<file path="config.mk">
export PLATFORM = sky130hd
export DESIGN_NAME = alu_seq
export DESIGN_NICKNAME = d
export VERILOG_FILES = /design/src/rtl/alu_seq_pkg.sv /design/src/rtl/alu_seq_mul.sv /design/src/rtl/alu_seq.sv
export SDC_FILE = /design/constraint.sdc
export NUM_CORES = 1
export LEC_CHECK = 0
export ABC_AREA = 1
export BUFFER_PORTS_ARGS = -buffer_cell sky130_fd_sc_hd__buf_2
export CAP_MARGIN = 20
export CORE_ASPECT_RATIO = 0.7
export CORE_MARGIN = 2
export CORE_UTILIZATION = 59
export DETAILED_ROUTE_END_ITERATION = 8
export PLACE_DENSITY = 0.82
export SYNTH_ARGS = -nofsm -noshare
export SYNTH_HDL_FRONTEND = slang
export SYNTH_SLANG_ARGS = --single-unit
</file>
<file path="constraint.sdc">
create_clock -name clk -period 1.3 [get_ports clk]
set_input_delay 0.195 -clock clk [delete_from_list [all_inputs] [get_ports clk]]
set_output_delay 0.195 -clock clk [all_outputs]
set_load 0.05 [all_outputs]
</file>
<file path="src/rtl/alu_seq_pkg.sv">
// rtl/alu_seq_pkg.sv - opcode/state enums and flag bit positions for alu_seq
package alu_seq_pkg;

    typedef enum logic [2:0] {
        OP_ADD = 3'b000,
        OP_SUB = 3'b001,
        OP_AND = 3'b010,
        OP_OR  = 3'b011,
        OP_XOR = 3'b100,
        OP_SLL = 3'b101,
        OP_SRL = 3'b110,
        OP_MUL = 3'b111
    } alu_op_e;

    typedef enum logic [1:0] {
        ST_IDLE = 2'b00,
        ST_EXEC = 2'b01,
        ST_DONE = 2'b10
    } alu_state_e;

    // Bit positions inside flags = {neg, zero, carry, ovf}
    localparam int FLAG_OVF   = 0;
    localparam int FLAG_CARRY = 1;
    localparam int FLAG_ZERO  = 2;
    localparam int FLAG_NEG   = 3;

endpackage

</file>
<file path="src/rtl/alu_seq_mul.sv">
// rtl/alu_seq_mul.sv - shift-add unsigned multiplier (alu_mul_seq), one bit of b per cycle
module alu_mul_seq #(
    parameter int WIDTH = 16
) (
    input  logic               clk,
    input  logic               rst,
    input  logic               start,
    input  logic [WIDTH-1:0]   a,
    input  logic [WIDTH-1:0]   b,
    output logic               done,
    output logic [2*WIDTH-1:0] prod
);

    localparam int CNT_W = $clog2(WIDTH);

    logic [2*WIDTH-1:0] acc_q, acc_d;
    logic [2*WIDTH-1:0] mcand_q, mcand_d;
    logic [WIDTH-1:0]   mplier_q, mplier_d;
    logic [CNT_W-1:0]   cnt_q, cnt_d;
    logic               busy_q, busy_d;
    logic               done_q, done_d;

    // Next-state: the start edge already applies bit 0 of b, so together with
    // the WIDTH-1 busy steps exactly WIDTH shift-add steps are performed.
    always_comb begin
        acc_d    = acc_q;
        mcand_d  = mcand_q;
        mplier_d = mplier_q;
        cnt_d    = cnt_q;
        busy_d   = busy_q;
        done_d   = 1'b0;
        if (start) begin
            acc_d    = b[0] ? {{WIDTH{1'b0}}, a} : '0;
            mcand_d  = {{WIDTH{1'b0}}, a} << 1;
            mplier_d = b >> 1;
            cnt_d    = CNT_W'(1);
            busy_d   = 1'b1;
        end else if (busy_q) begin
            acc_d    = acc_q + (mplier_q[0] ? mcand_q : '0);
            mcand_d  = mcand_q << 1;
            mplier_d = mplier_q >> 1;
            cnt_d    = cnt_q + CNT_W'(1);
            if (cnt_q == CNT_W'(WIDTH - 1)) begin
                busy_d = 1'b0;
                done_d = 1'b1;
            end
        end
    end

    // Multiplier state registers; reset discards any in-flight product
    always_ff @(posedge clk or posedge rst) begin
        if (rst) begin
            acc_q    <= '0;
            mcand_q  <= '0;
            mplier_q <= '0;
            cnt_q    <= '0;
            busy_q   <= 1'b0;
            done_q   <= 1'b0;
        end else begin
            acc_q    <= acc_d;
            mcand_q  <= mcand_d;
            mplier_q <= mplier_d;
            cnt_q    <= cnt_d;
            busy_q   <= busy_d;
            done_q   <= done_d;
        end
    end

    assign done = done_q;
    assign prod = acc_q;

endmodule

</file>
<file path="src/rtl/alu_seq.sv">
// rtl/alu_seq.sv - handshaked registered ALU with optional multi-cycle MUL (ALU_SEQ_MUL_EN)
module alu_seq
    import alu_seq_pkg::*;
#(
    parameter int WIDTH = 16
) (
    input  logic             clk,
    input  logic             rst,
    input  logic [WIDTH-1:0] a,
    input  logic [WIDTH-1:0] b,
    input  logic [2:0]       control,
    input  logic             in_valid,
    output logic             in_ready,
    output logic [WIDTH-1:0] c,
    output logic [WIDTH-1:0] c_hi,
    output logic [3:0]       flags,
    output logic             illegal,
    output logic             out_valid,
    input  logic             out_ready
);

    localparam int SH_W = $clog2(WIDTH);

    alu_state_e       state_q, state_d;
    logic [WIDTH-1:0] c_q, c_d;
    logic [WIDTH-1:0] c_hi_q, c_hi_d;
    logic [3:0]       flags_q, flags_d;
    logic             illegal_q, illegal_d;

    logic [WIDTH-1:0] alu_c;
    logic [3:0]       alu_flags;
    logic             alu_ill;
    logic [WIDTH:0]   sum_ext;
    logic [WIDTH:0]   diff_ext;
    logic             sh_big;

`ifdef ALU_SEQ_MUL_EN
    logic               mul_start;
    logic               mul_done;
    logic [2*WIDTH-1:0] mul_prod;

    alu_mul_seq #(.WIDTH(WIDTH)) u_mul (
        .clk   (clk),
        .rst   (rst),
        .start (mul_start),
        .a     (a),
        .b     (b),
        .done  (mul_done),
        .prod  (mul_prod)
    );
`endif

    // Single-cycle datapath evaluated on the live operands while IDLE
    always_comb begin
        sum_ext   = {1'b0, a} + {1'b0, b};
        diff_ext  = {1'b0, a} - {1'b0, b};
        sh_big    = (b[WIDTH-1:SH_W] != '0);
        alu_c     = '0;
        alu_flags = '0;
        alu_ill   = 1'b0;
        case (alu_op_e'(control))
            OP_ADD: begin
                alu_c                = sum_ext[WIDTH-1:0];
                alu_flags[FLAG_CARRY] = sum_ext[WIDTH];
                alu_flags[FLAG_OVF]   = (a[WIDTH-1] == b[WIDTH-1]) &&
                                        (sum_ext[WIDTH-1] != a[WIDTH-1]);
            end
            OP_SUB: begin
                alu_c                = diff_ext[WIDTH-1:0];
                alu_flags[FLAG_CARRY] = diff_ext[WIDTH];
                alu_flags[FLAG_OVF]   = (a[WIDTH-1] != b[WIDTH-1]) &&
                                        (diff_ext[WIDTH-1] != a[WIDTH-1]);
            end
            OP_AND: alu_c = a & b;
            OP_OR:  alu_c = a | b;
            OP_XOR: alu_c = a ^ b;
            OP_SLL: alu_c = sh_big ? '0 : (a << b[SH_W-1:0]);
            OP_SRL: alu_c = sh_big ? '0 : (a >> b[SH_W-1:0]);
            OP_MUL: begin
`ifndef ALU_SEQ_MUL_EN
                alu_ill = 1'b1;
`endif
            end
            default: alu_c = '0;
        endcase
        alu_flags[FLAG_NEG]  = alu_c[WIDTH-1];
        alu_flags[FLAG_ZERO] = (alu_c == '0);
        if (alu_ill) begin
            alu_flags = '0;
        end
    end

    // FSM next-state and result-register update
    always_comb begin
        state_d   = state_q;
        c_d       = c_q;
        c_hi_d    = c_hi_q;
        flags_d   = flags_q;
        illegal_d = illegal_q;
`ifdef ALU_SEQ_MUL_EN
        mul_start = 1'b0;
`endif
        case (state_q)
            ST_IDLE: begin
                if (in_valid) begin
`ifdef ALU_SEQ_MUL_EN
                    if (alu_op_e'(control) == OP_MUL) begin
                        mul_start = 1'b1;
                        state_d   = ST_EXEC;
                    end else begin
                        c_d       = alu_c;
                        c_hi_d    = '0;
                        flags_d   = alu_flags;
                        illegal_d = 1'b0;
                        state_d   = ST_DONE;
                    end
`else
                    c_d       = alu_c;
                    c_hi_d    = '0;
                    flags_d   = alu_flags;
                    illegal_d = alu_ill;
                    state_d   = ST_DONE;
`endif
                end
            end
            ST_EXEC: begin
`ifdef ALU_SEQ_MUL_EN
                if (mul_done) begin
                    c_d                = mul_prod[WIDTH-1:0];
                    c_hi_d             = mul_prod[2*WIDTH-1:WIDTH];
                    flags_d            = '0;
                    flags_d[FLAG_NEG]  = mul_prod[WIDTH-1];
                    flags_d[FLAG_ZERO] = (mul_prod[WIDTH-1:0] == '0);
                    flags_d[FLAG_OVF]  = (mul_prod[2*WIDTH-1:WIDTH] != '0);
                    illegal_d          = 1'b0;
                    state_d            = ST_DONE;
                end
`else
                state_d = ST_IDLE;
`endif
            end
            ST_DONE: begin
                if (out_ready) begin
                    state_d = ST_IDLE;
                end
            end
            default: state_d = ST_IDLE;
        endcase
    end

    // State and result registers
    always_ff @(posedge clk or posedge rst) begin
        if (rst) begin
            state_q   <= ST_IDLE;
            c_q       <= '0;
            c_hi_q    <= '0;
            flags_q   <= '0;
            illegal_q <= 1'b0;
        end else begin
            state_q   <= state_d;
            c_q       <= c_d;
            c_hi_q    <= c_hi_d;
            flags_q   <= flags_d;
            illegal_q <= illegal_d;
        end
    end

    assign in_ready  = (state_q == ST_IDLE);
    assign out_valid = (state_q == ST_DONE);
    assign c         = c_q;
    assign c_hi      = c_hi_q;
    assign flags     = flags_q;
    assign illegal   = illegal_q;

endmodule
</file>
==> results of run 1 <==
cell families after synthesis:
| family | Yosys count | share of synthesized area [%] |
|---|---|---|
| other | 1 | 0.0770 |
| DFF | 22 | 11.3 |
| xor gates and xnor gates | 3 | 0.540 |
| adders and majority gates | 51 | 13.4 |
| AOI/OAI and AO/OA | 103 | 12.1 |
| buffers and inverters | 165 | 15.0 |
| and+or+nand+nor | 545 | 47.6 |
metrics by stage:
| step | worst slack, ns | util (%) |
|---|---|---|
| floorplan | -0.573 | - |
| global placement | -0.949 | 83.0 |
| detailed placement | -1.05 | 83.0 |
==> results.py, run 1 <==
metrics = {
    "die": {
        "start_util_pct": 61.3,
        "die_y_um": 80.0,
        "io_pins": 78,
        "die_x_um": 113,
        "rows": 27,
    },
    "clocking": {
        "ctsLongestPathBuffers": 2,
        "cts_resized": 266,
        "cts_hold_buf": 1,
        "h-tree-depth": 1,
        "root_buffer": "clkbuf_16",
        "cts.sinks": 22,
        "cts_buffers": 3,
        "cts_setup_buffers": 30,
    },
    "run_status": {
        "stop_stage": "4_1_cts",
        "error": "[ERROR DPL-0033] detailed placement checks failed during check placement.",
        "status": "did not finish",
    },
    "synthesis": {
        "synthFlopType": "dfrtp_1",
        "synth.most_common_cell": "nand2_1",
        "yosys_warnings": 0,
        "netlist_area_mm2": 0.00487,
        "ys_top_cells_by_area": "nand2_1 21%, nand3_1 16%, ha_1 13%",
        "synthArstFlopShare_pct": 100,
        "yosysSeqAreaShare_pct": 11.3,
        "synth_edf_count": 0,
        "synth_commonest_cells": "269 x nand2_1, 160 x nand3_1, 112 x inv_1, 86 x nor2_1, 49 x ha_1",
        "synth_area_per_cell_um2": 5.47,
        "ys_seq_elements": 22,
        "ys_types": 34,
        "synth_top_area_share_pct": 20.7,
        "synth_cells": 890,
        "synth_top_area_cell": "nand2_1",
    },
    "place": {
        "place_congestion": 1.11,
        "dpl.cell_count": 1207,
        "hpwlAfterDp_mm": 16.3,
        "dpl_cell_area_mm2": 0.00659,
        "port_buffers": 61,
    },
}
==> inputs of run 2 (changes only) <==
--- a/config.mk
+++ b/config.mk
@@ -8,11 +8,10 @@
 export ABC_AREA = 1
 export BUFFER_PORTS_ARGS = -buffer_cell sky130_fd_sc_hd__buf_2
 export CAP_MARGIN = 20
-export CORE_ASPECT_RATIO = 0.7
 export CORE_MARGIN = 2
-export CORE_UTILIZATION = 59
+export CORE_UTILIZATION = 40
 export DETAILED_ROUTE_END_ITERATION = 8
-export PLACE_DENSITY = 0.82
+export PLACE_DENSITY_LB_ADDON = 0.15
 export SYNTH_ARGS = -nofsm -noshare
 export SYNTH_HDL_FRONTEND = slang
 export SYNTH_SLANG_ARGS = --single-unit
==> run 2 against run 1 <==
The flow now finishes, with violations (negative setup slack). Synthesized area stayed put. Synthesized cell count did not move.
==> results.py, run 2 <==
metrics = {
    "run_status": {
        "status": "finished, violations left",
        "violations": "negative setup slack",
    },
    "synthesis": {
        "yosys_warnings": 0,
        "synth_cells": 890,
        "synthFlopType": "dfrtp_1",
        "ys_seq_elements": 22,
        "ys_top_cells_by_area": "nand2_1 21%, nand3_1 16%, ha_1 13%",
        "synth_area_per_cell_um2": 5.47,
        "synthArstFlopShare_pct": 100,
        "synth_top_area_cell": "nand2_1",
        "netlist_area_mm2": 0.00487,
        "yosysSeqAreaShare_pct": 11.3,
        "synth_top_area_share_pct": 20.7,
        "synth.most_common_cell": "nand2_1",
        "synth_commonest_cells": "269 x nand2_1, 160 x nand3_1, 112 x inv_1, 86 x nor2_1, 49 x ha_1",
        "ys_types": 34,
        "synth_edf_count": 0,
    },
    "power_and_ir_drop": {
        "p_per_area_mw_per_mm2": 658,
        "p_switching_mw": 2.95,
        "power.internal_mw": 3.22,
        "pwr-share-comb_pct": 71.7,
        "leakage_nw": 4.83,
        "vdd_drop_max_mv": 0.706,
        "power_frac_seq_pct": 14.4,
        "swShare_pct": 47.8,
        "clockPowerShare_pct": 13.9,
    },
    "finish": {
        "final_cell_area_mm2": 0.00938,
        "fill_cells": 824,
        "antenna_cells": 0,
        "layout_common_cells": "235 x buf_4, 172 x nand2_1, 105 x nand3_1",
        "finalNetCount": 1302,
        "final_common_cell": "buf_4",
        "largest_register_ffs": 16,
        "instances_no_fill": 1358,
        "area_delta_synth_final_pct": 92.7,
        "layout-drive-gt1-share_pct": 55.7,
    },
    "timing": {
        "final_max_slew_viol_count": 0,
        "max_freq_mhz": 498,
        "fin_crit_sh_pct": 155,
        "timing.final.crit_period_ns": 2.01,
        "rsz0062_at_grt": "yes",
        "setup_viol": 20,
        "tightestPinTransition_ns": 0.490,
        "setup_ws_ns": -0.709,
        "relSlewSlack_pct": 67.0,
        "worst_clock_skew_ns": 0.00615,
        "hold_viol": 0,
        "finalSetupTns_ns": -8.28,
    },
    "global_route": {
        "grt_pass1_wl_mm": 36.5,
        "grt_pass1_vias": 7222,
        "grt_util_all_layers_pct": 35.8,
        "grt_max_degree": 29,
        "grt.overflow.total": 0,
        "antenna_found_initial": 0,
    },
    "critical_path": {
        "criticalPathCategory": "input port to flip-flop",
        "worst-path-max-fanout": 3,
        "critPathCaptureType": "flip-flop",
        "critPathTopFamily": "simple AND/OR/NAND/NOR gates",
        "critPathSlowestCell": "fa_2",
        "cp_cell_sequence": "buf_12, inv_6, ha_4, inv_4, fa_2, or2_4, nand3_2, o211ai_1, nor3_2, o21ai_2, nor2_1, nand3_1, nor2_1, nand3_2, nand2_1",
        "critPathRequiredTime_ns": 1.50,
        "critPathBufInv": 3,
        "slowest_delay_ns": 0.37,
        "cp-start-kind": "input port",
        "worstPathArrival_ns": 2.21,
    },
    "die": {
        "rows": 40,
        "die_y_um": 114,
        "coreArea_mm2": 0.0120,
        "io_pins": 78,
        "start_util_pct": 40.7,
        "dieArea_mm2": 0.0131,
        "die_x_um": 114,
    },
    "place": {
        "dpl_cell_area_mm2": 0.00706,
        "port_buffers": 61,
        "dpl.cell_count": 1310,
        "place_congestion": 1.03,
        "hpwlAfterDp_mm": 17.5,
    },
    "clocking": {
        "cts_tree": "done",
        "cts_buffers": 3,
        "ctsLongestPathBuffers": 2,
        "cts.clk_slew.worst_paths_ns": 0.06,
        "insertion_delay_ns": 0.26,
        "h-tree-depth": 1,
        "root_buffer": "clkbuf_16",
        "cts.sinks": 22,
    },
    "hold_path": {
        "hold_class": "input port to flip-flop",
    },
    "route": {
        "first_pass_iters": 5,
        "wirelength_mm": 24.7,
        "via_per_inst": 5.57,
        "ant_nets": 0,
        "wl_per_cell_um": 18.2,
        "vias": 7560,
        "drc": 0,
        "dr.first_iter.drc_count": 556,
    },
    "job": {
        "cap_violations": 0,
    },
}
-- run 2: cell counts after synthesis --
Identical to the previous run, type by type.
-- run 2: final timing paths --
kind	from	end	slack, ns	cells after the start
max	a[0]	flags[2]$_DFFE_PP0P_	-0.71	15
min	out_ready	state_q[1]$_DFFE_PP0P_	0.1	2
max reg2reg	state_q[1]$_DFFE_PP0P_	flags[2]$_DFFE_PP0P_	0.01	9
min reg2reg	c[2]$_DFFE_PP0P_	c[2]$_DFFE_PP0P_	0.47	2
max in group asynchronous	rst	state_q[1]$_DFFE_PP0P_	0.55	4
min in group asynchronous	rst	c[14]$_DFFE_PP0P_	0.52	4
-- run 2: repair_timing --
item,CTS,global route
hold endpoints to repair,22,0
endpoints found under the setup margin,20,20
gates resized for setup,400,110
pin swaps,131,78
gates cloned,2,0
hold buffers,1,0
setup buffers,40,10
-- run 2: worst register-to-register path, stage by stage, from the launching register on --
cell	delay [ns]
dfrtp_2	0.42
clkinvlp_4	0.08
nand2_2	0.06
inv_2	0.07
o31ai_2	0.07
nor2_1	0.15
nand3_1	0.11
nor2_2	0.11
nand3_2	0.09
nand2_1	0.07
-- run 2: power by group through the flow --
stage | Clock (mW) | Sequential (mW) | Combinational [mW]
after CTS | 0.861 | 0.886 | 3.99
after global routing | 0.898 | 0.900 | 4.66
after detailed placement | 0 | 0.897 | 3.24
final | 0.858 | 0.886 | 4.43
after floorplan | 0 | 1.38 | 1.46
after global placement | 0 | 0.896 | 3.22
-- run 2: metal layers --
layer / GRT usage (%) / vias to the layer above / part of all wire, %
met5: 0 / - / 0
met4: 17.6 / 0 / 5.9
met3: 5.45 / 118 / 8.2
met2: 62.0 / 437 / 48
met1: 43.2 / 3497 / 38
li1: - / 3508 / -
-- run 2: cell type report --
| class | count | area, µm² | area share, % |
|---|---|---|---|
| Clock buffer | 3 | 75.1 | 0.800 |
| Clock inverter | 1 | 30.0 | 0.320 |
| Inverter | 117 | 531 | 5.66 |
| Multi-Input combinational cell | 718 | 5040 | 53.8 |
| Sequential cell | 22 | 552 | 5.88 |
| Tap cell | 147 | 184 | 1.96 |
| Timing Repair Buffer | 349 | 2950 | 31.4 |
| Timing Repair inverter | 1 | 16.3 | 0.173 |
-- run 2: cells by family after synthesis --
group                      count (synthesis)  share of synthesized area [%]
other                                      1                         0.0770
buffers and inverters                    165                           15.0
DFF                                       22                           11.3
xor gates and xnor gates                   3                          0.540
and+or+nand+nor                          545                           47.6
AOI/OAI and AO/OA                        103                           12.1
adders and majority gates                 51                           13.4
-- run 2: through the flow --
step	power [mW]	utilization [%]	setup WS, ns	hold WS [ns]
2_1_floorplan	2.84	-	-0.573	0.184
4_1_cts	5.74	74.3	-0.609	0.100
6_report	6.17	78.4	-0.709	0.0991
5_1_grt	6.46	78.4	-0.781	0.0996
3_5_place_dp	4.13	59.0	-1.11	0.238
3_3_place_gp	4.12	59.0	-1.11	0.238
Power figures use the tool's default switching activity.
